## src/rtl/udp_send_pkg.sv

```systemverilog
// Shared constants for the eth_net UDP transmit path: FSM encoding, frame
// field values, header lengths and CRC-32 constants.
package udp_send_pkg;

    typedef enum logic [3:0] {
        ST_IDLE      = 4'd0,
        ST_CHECK_SUM = 4'd1,
        ST_PREAMBLE  = 4'd2,
        ST_ETH_HEAD  = 4'd3,
        ST_IP_HEAD   = 4'd4,
        ST_UDP_HEAD  = 4'd5,
        ST_TX_DATA   = 4'd6,
        ST_CRC       = 4'd7,
        ST_IFG       = 4'd8
    } state_e;

    localparam logic [7:0]  PREAMBLE_BYTE  = 8'h55;
    localparam logic [7:0]  SFD_BYTE       = 8'hD5;
    localparam logic [15:0] ETHERTYPE_IPV4 = 16'h0800;
    localparam logic [7:0]  IP_PROTO_UDP   = 8'h11;
    localparam logic [7:0]  IP_TTL         = 8'h40;

    localparam logic [15:0] CHECK_SUM_LEN  = 16'd4;
    localparam logic [15:0] PREAMBLE_LEN   = 16'd8;
    localparam logic [15:0] ETH_HEAD_LEN   = 16'd14;
    localparam logic [15:0] IP_HEAD_LEN    = 16'd20;
    localparam logic [15:0] UDP_HEAD_LEN   = 16'd8;
    localparam logic [15:0] CRC_LEN        = 16'd4;
    localparam logic [15:0] MAX_PAYLOAD    = 16'd1472;

    localparam logic [31:0] CRC32_POLY      = 32'h04C1_1DB7;
    localparam logic [31:0] CRC32_POLY_REFL = {<<{CRC32_POLY}};
    localparam logic [31:0] CRC32_INIT      = 32'hFFFF_FFFF;

    // Byte idx of a left-aligned header image, MSB byte first.
    function automatic logic [7:0] hdr_byte(input logic [159:0] hdr, input logic [4:0] idx);
        logic [159:0] sh;
        sh = hdr << {idx, 3'b000};
        return sh[159:152];
    endfunction

endpackage

```

## src/rtl/udp_send_crc32_d8.sv

```systemverilog
// Byte-wide reflected CRC-32 (Ethernet FCS); crc_out is the raw register,
// the caller applies the final inversion.
module crc32_d8
    import udp_send_pkg::*;
(
    input  logic        clk,
    input  logic        rst,
    input  logic        crc_clr,
    input  logic        crc_en,
    input  logic [7:0]  data_in,
    output logic [31:0] crc_out
);

    logic [31:0] crc_d;
    logic [31:0] crc_q;

    function automatic logic [31:0] crc_next(input logic [31:0] crc, input logic [7:0] d);
        logic [31:0] c;
        c = crc ^ {24'h00_0000, d};
        for (int i = 0; i < 8; i++) begin
            c = c[0] ? ((c >> 1) ^ CRC32_POLY_REFL) : (c >> 1);
        end
        return c;
    endfunction

    // Next CRC value: clear, accumulate one byte, or hold.
    always_comb begin
        crc_d = crc_q;
        if (crc_clr) begin
            crc_d = CRC32_INIT;
        end else if (crc_en) begin
            crc_d = crc_next(crc_q, data_in);
        end else begin
            crc_d = crc_q;
        end
    end

    // CRC register.
    always_ff @(posedge clk) begin
        if (rst) begin
            crc_q <= CRC32_INIT;
        end else begin
            crc_q <= crc_d;
        end
    end

    assign crc_out = crc_q;

endmodule

```

## src/rtl/udp_send.sv

```systemverilog
// GMII IPv4/UDP frame transmitter. Optional short-frame padding to the
// 64-byte Ethernet minimum is enabled by defining UDP_TX_PAD_EN.
module udp_send
    import udp_send_pkg::*;
#(
    parameter logic [47:0] BOARD_MAC  = 48'h00_11_22_33_44_55,
    parameter logic [31:0] BOARD_IP   = {8'd192, 8'd168, 8'd1, 8'd123},
    parameter logic [47:0] DES_MAC    = 48'hff_ff_ff_ff_ff_ff,
    parameter logic [31:0] DES_IP     = {8'd192, 8'd168, 8'd1, 8'd102},
    parameter logic [15:0] SRC_PORT   = 16'h5000,
    parameter logic [15:0] DES_PORT   = 16'h6000,
    parameter logic [15:0] IFG_CYCLES = 16'd12
) (
    input  logic        clk,
    input  logic        rst,
    input  logic        tx_start,
    input  logic [15:0] tx_byte_num,
    output logic        tx_req,
    input  logic [7:0]  tx_data,
    output logic        tx_busy,
    output logic        tx_done,
    output logic        eth_txen,
    output logic [7:0]  eth_txd
);

    state_e      state_q, state_d;
    logic [15:0] cnt_q, cnt_d;
    logic [15:0] len_q, len_d;
    logic [15:0] ip_id_q, ip_id_d;
    logic [31:0] cks_q, cks_d;
    logic        txen_q, txen_d;
    logic [7:0]  txd_q, txd_d;
    logic        req_q, req_d;
    logic        busy_q, busy_d;
    logic        done_q, done_d;

    logic        crc_clr;
    logic        crc_en;
    logic [31:0] crc_out;

    logic [15:0]  total_len_s;
    logic [15:0]  udp_len_s;
    logic [15:0]  data_len_s;
    logic [31:0]  ip_sum_s;
    logic [159:0] eth_hdr_s;
    logic [159:0] ip_hdr_s;
    logic [159:0] udp_hdr_s;

    assign total_len_s = len_q + 16'd28;
    assign udp_len_s   = len_q + 16'd8;

`ifdef UDP_TX_PAD_EN
    localparam logic [15:0] MIN_PAYLOAD = 16'd18;
    // Pad bytes extend TX_DATA only; the length fields keep the real N.
    assign data_len_s = (len_q < MIN_PAYLOAD) ? MIN_PAYLOAD : len_q;
`else
    assign data_len_s = len_q;
`endif

    assign eth_hdr_s = {DES_MAC, BOARD_MAC, ETHERTYPE_IPV4, 48'h0};
    assign ip_hdr_s  = {8'h45, 8'h00, total_len_s, ip_id_q, 16'h4000,
                        IP_TTL, IP_PROTO_UDP, cks_q[15:0], BOARD_IP, DES_IP};
    assign udp_hdr_s = {SRC_PORT, DES_PORT, udp_len_s, 16'h0000, 96'h0};

    // Header words with the checksum field taken as zero.
    assign ip_sum_s = 32'h0000_4500 + {16'd0, total_len_s} + {16'd0, ip_id_q}
                    + 32'h0000_4000 + {16'd0, IP_TTL, IP_PROTO_UDP}
                    + {16'd0, BOARD_IP[31:16]} + {16'd0, BOARD_IP[15:0]}
                    + {16'd0, DES_IP[31:16]} + {16'd0, DES_IP[15:0]};

    crc32_d8 u_crc (
        .clk     (clk),
        .rst     (rst),
        .crc_clr (crc_clr),
        .crc_en  (crc_en),
        .data_in (txd_d),
        .crc_out (crc_out)
    );

    // Frame sequencer: next state, counters and the byte to drive next cycle.
    always_comb begin
        state_d = state_q;
        cnt_d   = cnt_q + 16'd1;
        len_d   = len_q;
        ip_id_d = ip_id_q;
        cks_d   = cks_q;
        txen_d  = 1'b0;
        txd_d   = 8'h00;
        req_d   = 1'b0;
        busy_d  = busy_q;
        done_d  = 1'b0;
        crc_clr = 1'b0;
        crc_en  = 1'b0;
        case (state_q)
            ST_IDLE: begin
                cnt_d   = 16'd0;
                crc_clr = 1'b1;
                busy_d  = 1'b0;
                if (tx_start && !busy_q && (tx_byte_num != 16'd0)) begin
                    state_d = ST_CHECK_SUM;
                    busy_d  = 1'b1;
                    len_d   = (tx_byte_num > MAX_PAYLOAD) ? MAX_PAYLOAD : tx_byte_num;
                end else begin
                    state_d = ST_IDLE;
                end
            end
            ST_CHECK_SUM: begin
                // Sum, fold, fold again, invert.
                case (cnt_q[1:0])
                    2'd0:    cks_d = ip_sum_s;
                    2'd1:    cks_d = {15'd0, {1'b0, cks_q[15:0]} + {1'b0, cks_q[31:16]}};
                    2'd2:    cks_d = {15'd0, {1'b0, cks_q[15:0]} + {16'd0, cks_q[16]}};
                    2'd3:    cks_d = {16'd0, ~cks_q[15:0]};
                    default: cks_d = cks_q;
                endcase
                if (cnt_q == CHECK_SUM_LEN - 16'd1) begin
                    state_d = ST_PREAMBLE;
                    cnt_d   = 16'd0;
                end else begin
                    state_d = ST_CHECK_SUM;
                end
            end
            ST_PREAMBLE: begin
                txen_d = 1'b1;
                if (cnt_q == PREAMBLE_LEN - 16'd1) begin
                    txd_d   = SFD_BYTE;
                    state_d = ST_ETH_HEAD;
                    cnt_d   = 16'd0;
                end else begin
                    txd_d   = PREAMBLE_BYTE;
                end
            end
            ST_ETH_HEAD: begin
                txen_d = 1'b1;
                crc_en = 1'b1;
                txd_d  = hdr_byte(eth_hdr_s, cnt_q[4:0]);
                if (cnt_q == ETH_HEAD_LEN - 16'd1) begin
                    state_d = ST_IP_HEAD;
                    cnt_d   = 16'd0;
                end else begin
                    state_d = ST_ETH_HEAD;
                end
            end
            ST_IP_HEAD: begin
                txen_d = 1'b1;
                crc_en = 1'b1;
                txd_d  = hdr_byte(ip_hdr_s, cnt_q[4:0]);
                if (cnt_q == IP_HEAD_LEN - 16'd1) begin
                    state_d = ST_UDP_HEAD;
                    cnt_d   = 16'd0;
                end else begin
                    state_d = ST_IP_HEAD;
                end
            end
            ST_UDP_HEAD: begin
                txen_d = 1'b1;
                crc_en = 1'b1;
                txd_d  = hdr_byte(udp_hdr_s, cnt_q[4:0]);
                // Requests run two cycles ahead of the byte they fetch.
                req_d  = (cnt_q >= 16'd6) && ((cnt_q - 16'd6) < len_q);
                if (cnt_q == UDP_HEAD_LEN - 16'd1) begin
                    state_d = ST_TX_DATA;
                    cnt_d   = 16'd0;
                end else begin
                    state_d = ST_UDP_HEAD;
                end
            end
            ST_TX_DATA: begin
                txen_d = 1'b1;
                crc_en = 1'b1;
                txd_d  = (cnt_q < len_q) ? tx_data : 8'h00;
                req_d  = (cnt_q + 16'd2) < len_q;
                if (cnt_q == data_len_s - 16'd1) begin
                    state_d = ST_CRC;
                    cnt_d   = 16'd0;
                end else begin
                    state_d = ST_TX_DATA;
                end
            end
            ST_CRC: begin
                txen_d = 1'b1;
                case (cnt_q[1:0])
                    2'd0:    txd_d = ~crc_out[7:0];
                    2'd1:    txd_d = ~crc_out[15:8];
                    2'd2:    txd_d = ~crc_out[23:16];
                    2'd3:    txd_d = ~crc_out[31:24];
                    default: txd_d = 8'h00;
                endcase
                if (cnt_q == CRC_LEN - 16'd1) begin
                    state_d = ST_IFG;
                    cnt_d   = 16'd0;
                end else begin
                    state_d = ST_CRC;
                end
            end
            ST_IFG: begin
                if (cnt_q == IFG_CYCLES - 16'd1) begin
                    state_d = ST_IDLE;
                    cnt_d   = 16'd0;
                    done_d  = 1'b1;
                    busy_d  = 1'b0;
                    ip_id_d = ip_id_q + 16'd1;
                end else begin
                    state_d = ST_IFG;
                end
            end
            default: begin
                state_d = ST_IDLE;
                cnt_d   = 16'd0;
                busy_d  = 1'b0;
            end
        endcase
    end

    // State, datapath and registered outputs.
    always_ff @(posedge clk) begin
        if (rst) begin
            state_q <= ST_IDLE;
            cnt_q   <= 16'd0;
            len_q   <= 16'd0;
            ip_id_q <= 16'd0;
            cks_q   <= 32'd0;
            txen_q  <= 1'b0;
            txd_q   <= 8'h00;
            req_q   <= 1'b0;
            busy_q  <= 1'b0;
            done_q  <= 1'b0;
        end else begin
            state_q <= state_d;
            cnt_q   <= cnt_d;
            len_q   <= len_d;
            ip_id_q <= ip_id_d;
            cks_q   <= cks_d;
            txen_q  <= txen_d;
            txd_q   <= txd_d;
            req_q   <= req_d;
            busy_q  <= busy_d;
            done_q  <= done_d;
        end
    end

    assign eth_txen = txen_q;
    assign eth_txd  = txd_q;
    assign tx_req   = req_q;
    assign tx_busy  = busy_q;
    assign tx_done  = done_q;

endmodule
```

## config.mk

```make
export PLATFORM = sky130hd
export DESIGN_NAME = udp_send
export DESIGN_NICKNAME = d
export VERILOG_FILES = /design/src/rtl/udp_send_pkg.sv /design/src/rtl/udp_send_crc32_d8.sv /design/src/rtl/udp_send.sv
export SDC_FILE = /design/constraint.sdc
export NUM_CORES = 1
export LEC_CHECK = 0
export ABC_AREA = 1
export CELL_PAD_IN_SITES_DETAIL_PLACEMENT = 1
export CELL_PAD_IN_SITES_GLOBAL_PLACEMENT = 1
export CORE_UTILIZATION = 47
export CTS_CLUSTER_DIAMETER = 120
export DETAILED_ROUTE_END_ITERATION = 8
export DONT_BUFFER_PORTS = 1
export MAX_ROUTING_LAYER = met4
export PLACE_DENSITY = 0.94
export REMOVE_ABC_BUFFERS = 1
export SETUP_SLACK_MARGIN = 0.4
export SLEW_MARGIN = 40
export SYNTH_ARGS = -nofsm -noshare
export SYNTH_HDL_FRONTEND = slang
export SYNTH_SLANG_ARGS = --single-unit
export TNS_END_PERCENT = 5
```

## constraint.sdc

```tcl
create_clock -name clk -period 3.65 [get_ports clk]
set_input_delay 0.73 -clock clk [delete_from_list [all_inputs] [get_ports clk]]
set_output_delay 0.73 -clock clk [all_outputs]
set_load 0.01 [all_outputs]
```

==> summary.md <==
| Metric | Value |
|---|---|
| Die H | 157.0 um |
| Fin. Hold Viols | 0 |
| Crit Path Class | reg -> reg |
| Most used DFF post-synth | dfxtp_1 |
| Critical Path End Type | flop |
| CP Launch Type | flop |
| WHS Endpoint | ip_id_q[15]$_SDFFE_PP0P_ |
| P per Cell Area | 302.6 nW/um2 |
| WP data required | around 4.0 ns |
| Leak | 0.006022 uW |
| Area Growth Syn to Fin | 15.06% |
| Vias in the first global route | 13856 |
| Initial antenna violation count | 3 |
| P_sw | 1464 uW |
| First-pass GRT wire length | 75.40 mm |
| # nets final | 1959 |
| Synthesis Warnings | 0 |
| CTS tree | built |
| Tightest Pin Transition | 0.7653 ns |
| DR DRC count | 0 |
| Internal power | ~2500 uW |
| TritonCTS Buffers | 17 |
| Clock root buffer | clkbuf_16 |
| Cell Rows | 56 |
| CTS max path bufs | 2 |
| Outcome | finished with violations |
| Worst hold margin | 0.3384 ns |
| Synth async-reset ratio | 0 |
| Area of the core | 23540 um2 |
| Sw Ratio | 0.3725 |
| Post-layout minimum cycle time | 3.923 ns |
| Fraction of layout cells with a size suffix above 1 | 0.1548 |
| Final period util | 1.075 |
| Clock power share | 0.447 |
| Fmax | 254.9 MHz |
| RR Startpoint | data_len_s[15]$_SDFFE_PP0P_ |
| Worst Slack Setup Final | -0.2728 ns |
| Pin count of the biggest net entering global routing | 40 |
| RSZ-0062 raised after global routing | true |
| Vias post-DR | roughly 15000 |
| Placer Congestion | 0.9842 |
| FILL cells | 3186 |
| Yosys top cell area share | 0.2039 |
| Failing checks | setup timing |
| Die X | 157.0 um |
| Syn Inst Count | 1804 |
| Gr ovfl total | 0 |
| R2R cell count | 17 |
| Final setup vio count | 26 |
| Flop pwr share | 0.343 |
| Fin cells | 2176 |
| Reg2reg end | u_crc.crc_out[22]$_SDFFE_PP1P_ |
| Slew Limit Fails | 0 |
| Initial Utilization | 0.4795 |
| Clock Skew | 0.02279 ns |
| Cell Area, Synth | ~11000 um2 |
| Total GRT Usage | 0.4124 |
| DR vias/cell | ~6.8 |
| Clk slew on worst S/H paths | about 0.080 ns |
| Data arrival time at the worst-slack endpoint | 4.28 ns |
| H-Tree Depth | 4 |
| Peak VDD IR | 0.2308 mV |
| Initial DRC count | 1851 |
| CP max FO | 5 |
| Storage element area | 2323 um2 |
| Synth cell count leaders | nand2_1, inv_1, nand3_1 |
| Sink Count | between 100 and 150 |
| Unique masters post-synth | 60 |
| WHS Path Cells | 1 |
| Port bufs | 0 |
| MaxCap Viol Count | 0 |
| Min-delay src | rst |
| Synth top area cells | dfxtp_1, nand2_1, ha_1 |
| Combinational share of power | 0.210 |
| Syn Area/Cell | 6.258 um2 |
| Worst-skew pair later-pin latency | 0.47 ns |
| First-pass iteration count of the detailed router | 8 |
| Dpl cells | 2122 |
| Largest area contributor in the synthesized netlist | dfxtp_1 |
| WL/cell | 26.45 um |
| Worst slew margin | 0.4844 |
| Multi-input logic area | roughly 8300 um2 |
| Reg2Reg Setup Slack | -0.27 ns |
| Top-count cell post-synth | nand2_1 |
| Post-synth EDFFs | 0 |
| Sequential share of the synthesized area | 0.2039 |
| FF+latch count, synth | about 120 |
| Post-DP HPWL | 34.83 mm |
| Routed Antenna Nets | 0 |
| Final wirelength | 57.55 mm |
| HP Class | in -> reg |
| Die Area | 24640 um2 |
| Ports | 39 |
## registers in the layout, indices dropped and copies added (netlist names)
name and cells:
u_crc.crc_out 32, cks_q 19, cnt_q 16, data_len_s 16
ip_id_q 16, eth_txd 8, state_q 4, eth_txen 1
tx_busy 1, tx_done 1, tx_req 1
## layout make-up
type                       count  share of cell area
clock inverter                13            0.009054
tap                          319             0.03073
multi-input combinational   1414              0.6367
antenna                        3           0.0005779
timing repair buffer          72             0.04344
sequential                   115              0.1789
inverter                     221             0.06656
clock buffer                  19             0.03410
## placed cells by master, fill, tap and decap left out, types with 5 or more instances in the layout
cell type / n
nand2_1: 464
inv_1: 194
nand3_1: 136
nor2_1: 119
a21oi_1: 112
dfxtp_1: 104
o21ai_0: 92
ha_1: 79
buf_4: 68
xor2_1: 63
nand2_2: 42
nor3_1: 37
nand4_1: 32
nor2_2: 23
o211ai_1: 19
clkbuf_16: 17
inv_2: 15
o221ai_1: 15
o21ai_1: 13
a31oi_1: 13
nor2_4: 12
nand2_4: 12
nand3_2: 9
a211oi_1: 9
xnor2_1: 9
o22ai_1: 8
dfxtp_2: 8
a21oi_2: 7
nand3b_1: 7
nor3_2: 6
nor4_1: 6
or2_2: 6
ha_4: 6
inv_4: 5
clkinvlp_4: 5
xor2_2: 5
inv_8: 5
## critical path: stages, from the launching register on
cell,delay (ns)
dfxtp_2,0.42
inv_1,0.13
ha_1,0.34
nand2_1,0.28
o21ai_0,0.21
a21oi_2,0.29
nand2_2,0.13
o21ai_1,0.49
inv_1,0.22
nand2_1,0.15
nand2_1,0.08
nand2_2,0.20
nand3_1,0.22
nand3_2,0.15
nand2_2,0.11
or2_1,0.23
nand3_1,0.08
nand2_1,0.08
## worst max-delay path by stage
stage	from	endpoint	slack [ns]
2_1_floorplan	cnt_q[1]$_SDFF_PP0_	u_crc.crc_out[29]$_SDFFE_PP1P_	0.16
3_3_place_gp	data_len_s[3]$_SDFFE_PP0P_	cks_q[12]$_SDFFE_PP0P_	0.25
3_5_place_dp	data_len_s[3]$_SDFFE_PP0P_	cks_q[12]$_SDFFE_PP0P_	0.12
4_1_cts	data_len_s[4]$_SDFFE_PP0P_	cks_q[13]$_SDFFE_PP0P_	0.28
5_1_grt	data_len_s[0]$_SDFFE_PP0P_	cnt_q[10]$_SDFF_PP0_	-0.31
6_report	data_len_s[15]$_SDFFE_PP0P_	u_crc.crc_out[22]$_SDFFE_PP1P_	-0.27
## timing repair
action                     CTS  global route
buffers inserted             0            17
hold buffers                 0             0
pin swaps                    0            12
cloned                       0             2
gates resized for setup     15           104
setup endpoints to repair   37            58
## metrics by stage
stage          TNS, ns  worst slack (ns)  total power [uW]  utilization  cell area (um2)
2_1_floorplan        0            0.1618              1762            -            11010
3_3_place_gp         0            0.2513              1954       0.5024            11830
3_5_place_dp         0            0.1207              1987       0.5024            11830
4_1_cts              0            0.2808              3703       0.5284            12440
5_1_grt         -5.041           -0.3147              3997       0.5518            12990
6_report        -4.684           -0.2728              3931       0.5518            12990
## per-layer routing
metal / wire [um] / vias to the layer above / part of all wire / GRT usage
li1: - / 6074 / - / -
met1: 20340 / 6856 / 0.35 / 0.4660
met2: 24620 / 1296 / 0.43 / 0.6510
met3: 7134 / 518 / 0.12 / 0.09224
met4: 5458 / 0 / 0.095 / 0.2810
met5: 0 / - / 0 / -
## logic make-up after synthesis
family	Yosys count	share of synthesized area
AOI/OAI and AO/OA	318	0.1625
xor gates and xnor gates	78	0.06051
adders and majority gates	91	0.1022
buffers and inverters	277	0.09786
DFF	115	0.2039
and+or+nand+nor	925	0.3730
## power groups by stage
stage                     logic, uW  registers [uW]  clock network [uW]
after global routing            861            1350                1780
final                           825            1350                1760
after detailed placement        622            1370                   0
after floorplan                 403            1360                   0
after global placement          592            1360                   0
after CTS                       655            1340                1710
Note: power is estimated with default switching activity, not from simulation.
